### src/rtl/seq_detect_param.sv
// Parametrised serial pattern detector: shifts x into an N-bit history and
// pulses F for one cycle when the last N sampled bits equal PATTERN.
module seq_detect_param #(
  parameter int             N       = 4,
  parameter logic [N-1:0]   PATTERN = 4'b1011,
  parameter bit             OVERLAP = 1'b1,
  parameter int             CNT_W   = 8
) (
  input  logic                      CLK,
  input  logic                      RESET,
  input  logic                      EN,
  input  logic                      x,
  input  logic                      CLR,
  output logic                      F,
  output logic [N-1:0]              S,
  output logic [$clog2(N+1)-1:0]    FILL,
  output logic [CNT_W-1:0]          COUNT
);

  localparam int FW = $clog2(N+1);
  localparam logic [FW-1:0]    FILL_MAX = FW'(N);
  localparam logic [CNT_W-1:0] CNT_MAX  = '1;

  logic [N-1:0]  s_nx;
  logic [FW-1:0] fill_nx;
  logic          match;

  // Match is judged on the values the history will hold after this sample,
  // and only once N real bits have been taken so a cleared history never matches.
  always_comb begin
    s_nx    = {S[N-2:0], x};
    fill_nx = FILL;
    if (FILL != FILL_MAX)
      fill_nx = FILL + FW'(1);
    match = (s_nx == PATTERN) && (fill_nx == FILL_MAX);
  end

  always_ff @(posedge CLK or posedge RESET) begin
    if (RESET) begin
      F     <= 1'b0;
      S     <= '0;
      FILL  <= '0;
      COUNT <= '0;
    end else if (CLR) begin
      F     <= 1'b0;
      S     <= '0;
      FILL  <= '0;
      COUNT <= '0;
    end else if (EN) begin
      F <= match;
      S <= s_nx;
      if (match) begin
        if (COUNT != CNT_MAX)
          COUNT <= COUNT + CNT_W'(1);
        // Non-overlapping mode forces the next match to use N fresh bits.
        if (OVERLAP)
          FILL <= fill_nx;
        else
          FILL <= '0;
      end else begin
        FILL <= fill_nx;
      end
    end else begin
      F <= 1'b0;
    end
  end

endmodule

### config.mk
export PLATFORM = sky130hd
export DESIGN_NAME = seq_detect_param
export DESIGN_NICKNAME = d
export VERILOG_FILES = /design/src/rtl/seq_detect_param.sv
export SDC_FILE = /design/constraint.sdc
export NUM_CORES = 1
export LEC_CHECK = 0
export CAP_MARGIN = 20
export CORE_MARGIN = 1
export CORE_UTILIZATION = 52
export DETAILED_ROUTE_END_ITERATION = 8
export HOLD_SLACK_MARGIN = 0.03
export PLACE_DENSITY = 0.93
export SYNTH_ARGS = -nofsm -noshare
export SYNTH_HDL_FRONTEND = slang
export SYNTH_SLANG_ARGS = --single-unit
### constraint.sdc
create_clock -name CLK -period 5.28 [get_ports CLK]
set_input_delay 1.32 -clock CLK [delete_from_list [all_inputs] [get_ports CLK]]
set_output_delay 1.32 -clock CLK [all_outputs]
set_load 0.02 [all_outputs]
==> flow_summary.toml <==
[sta]
hold_viol_final = 0
setup_viol = 0
fin_skew_ns = 0.004726
setup-tns-final_ns = 0
max_freq_mhz = 302.9
drv_slew = 0
slew_headroom_pct = 52.70
period_share_pct = 62.52
finalCriticalPeriod_ns = 3.301
tightest_slew_ns = 0.7072
rsz0062_at_grt = "false"

[routing]
wl_per_cell_um = 15.84
vias = 801
drt_iter0_drc = 48
via_per_inst = 6.258
drtAntennaViolNets = 0
drcViolationCount = 0
dr.pass1.iters = 7
wl_um = 2027

[min_path]
holdCritStartpoint = "S[3]"
whs_path_depth = 2
min_to = "S[3]"
holdCritPathClass = "flop to flop"

[setup_path]
r2r_setup_slack_ns = 2.84
crit_path_start_kind = "input port"
cpPeakStageDelay_ns = 0.69
critPathKind = "input port to flop"
arrival_ns = 3.47
r2r-start = "FILL[0]"
critPathMaxFanout = 9
path_delay_family = "simple AND/OR/NAND/NOR gates"
cp_slowest_cell = "clkdlybuf4s50_1"
worstPathRequired_ns = 5.45
reg2reg_depth = 6
path_buf_inv = 1
rr_endpoint = "COUNT[5]"
end_kind = "flop"
crit_chain = "clkdlybuf4s50_1 -> o211ai_1 -> or4_4 -> nor4_1 -> mux2_2"

[yosys]
syn_inst = 94
synth_cell_types = 30
synthesis.nets = 102
synth.top_cells.by_area = "dfrtp_1 (44%), mux2_2 (6.1%), nor2_1 (4.9%)"
ys_seq_area_share_pct = 43.60
synth_area_um2 = 918.4
syn_area_per_cell_um2 = 9.770
ys_ff_latch = 16
synth_top_area_share_pct = 43.60
synth_warnings = 0
yosys.area.top_type = "dfrtp_1"

[floorplanning]
die_w_um = 44.03
die_y_um = 44.03
ioPinCount = 21
start_util_pct = 58.25
rows = 14
coreArea_um2 = 1577
die_area_um2 = 1938

[finish]
syn2layout_area_growth_pct = 23.30
mostFrequentLayoutCell = "clkdlybuf4s50_1"
fin_nets = 122
drive_gt1_share_pct = 10.71
num_antenna_cells = 0
stdcell_area_um2 = 1132
layout_common_cells = "clkdlybuf4s50_1 (20), dfrtp_1 (16), nor2_1 (12)"

[flow_run]
maxCapViolCount = 0

[placement]
dp_hpwl_um = 1479
io_buffer_count = 20
dpl-instance-area_um2 = 1110
gp_congestion = 0.8194

[power]
power_switching_uw = 60.46
leakagePower_uw = 0.0004711
combPwrFrac_pct = 16.1
internal-power_uw = 165.7
ir_worst_vdd_mv = 0.1917
p_per_area_nw_per_um2 = 199.8
seqPwrFrac_pct = 56.7
power_frac_clock_pct = 27.2
swShare_pct = 26.73

[clock_network]
clkLatencyLatePin_ns = 0.27
cts_resized = 0
numCtsBuffers = 3
holdBufCountCts = 0
cts_max_level = 1
postCtsSetupRepairBufs = 0
cts_tree = "built"
path_clk_slew_ns = 0.09
cts-root-buf = "clkbuf_4"
cts.sinks = 16
clock_path_buffers = 2

[global_route]
grt_pass1_vias = 742
grt_max_degree = 22
grtUsageTotal_pct = 24.05
grt_first_pass_wirelength_um = 3374
grt-ovfl-total = 0
antenna_found_initial = 0

[outcome]
status = "completed"
-- tightest hold or removal path, delay by kind of cell, from the launching register on --
| kind | cells | cell delay, ns |
|---|---|---|
| DFF | 1 | 0.36 |
| muxes | 1 | 0.08 |
| and+or+nand+nor | 1 | 0.08 |
-- cells in the mapped netlist (all sizes together) --
cell and n:
ha 3, nand3 4, and4b 1, and3b 1
nand3b 1, or2 1, a21oi 6, mux2 5
a32o 1, buf 2, xnor2 1, mux2i 4
nand2 5, a32oi 1, inv 3, or3 1
o211ai 1, o31ai 3, nor3 3, and4 1
or4 3, nor2b 5, clkbuf 3, nand4 3
nor2 12, nor4 4, dfrtp 16
-- sequential cells by signal, summed over array words and instances (netlist names) --
name	cells
COUNT	8
F	1
FILL	3
S	4
-- worst max path at each step --
stage          from  endpoint  slack [ns]  cells past startpoint
3_3_place_gp     EN  COUNT[6]        1.81                      5
5_1_grt          EN  COUNT[4]        1.92                      5
2_1_floorplan    EN  COUNT[4]        2.45                      6
4_1_cts          EN  COUNT[6]        2.06                      5
3_5_place_dp     EN  COUNT[6]        1.76                      5
6_report         EN  COUNT[5]        1.98                      5
-- kinds of logic (layout without fill, tap and decap cells) --
group,Yosys count,count (layout),synth area share (%)
adders and majority gates,3,3,4.088
and+or+nand+nor,45,45,27.11
muxes,9,9,10.49
AOI/OAI and AO/OA,12,12,9.401
xor gates and xnor gates,1,1,0.9539
DFF,16,16,43.60
buffers and inverters,8,26,4.359
-- through the flow --
stage / total power [uW] / cells / setup WS [ns] / util [%] / hold slack, ns
after global placement: 165.2 / 125 / 1.812 / 70.40 / 0.5137
after global routing: 238.2 / 128 / 1.916 / 71.83 / 0.6038
after CTS: 228.0 / 128 / 2.058 / 71.83 / 0.5403
final: 226.2 / 128 / 1.979 / 71.83 / 0.5524
after floorplan: 154.1 / 94 / 2.448 / - / 0.6303
after detailed placement: 167.1 / 125 / 1.764 / 70.40 / 0.5173
-- layout make-up --
| class | instances | area (um^2) |
|---|---|---|
| sequential | 16 | 400.4 |
| multi-input combinational | 70 | 478.0 |
| tap | 16 | 20.02 |
| inverter | 3 | 11.26 |
| clock buffer | 3 | 22.52 |
| fill | 109 | 444.2 |
| timing repair buffer | 20 | 200.2 |
-- metal layers --
metal / up-vias / global-route usage (%) / wire [um]
met3: 7 / 4.898 / 139
met4: 0 / 6.061 / 43
met5: - / 0 / 0
met1: 372 / 31.81 / 840
li1: 384 / - / -
met2: 38 / 40.59 / 1004
-- power groups by stage --
stage	Clock (uW)	Combinational (uW)	Sequential, uW
after floorplan	0	21.1	133
after global placement	0	34.8	130
after detailed placement	0	36.4	131
after CTS	63.2	36.5	128
after global routing	69.1	40.3	129
final	61.5	36.5	128
Power figures use the tool's default switching activity.
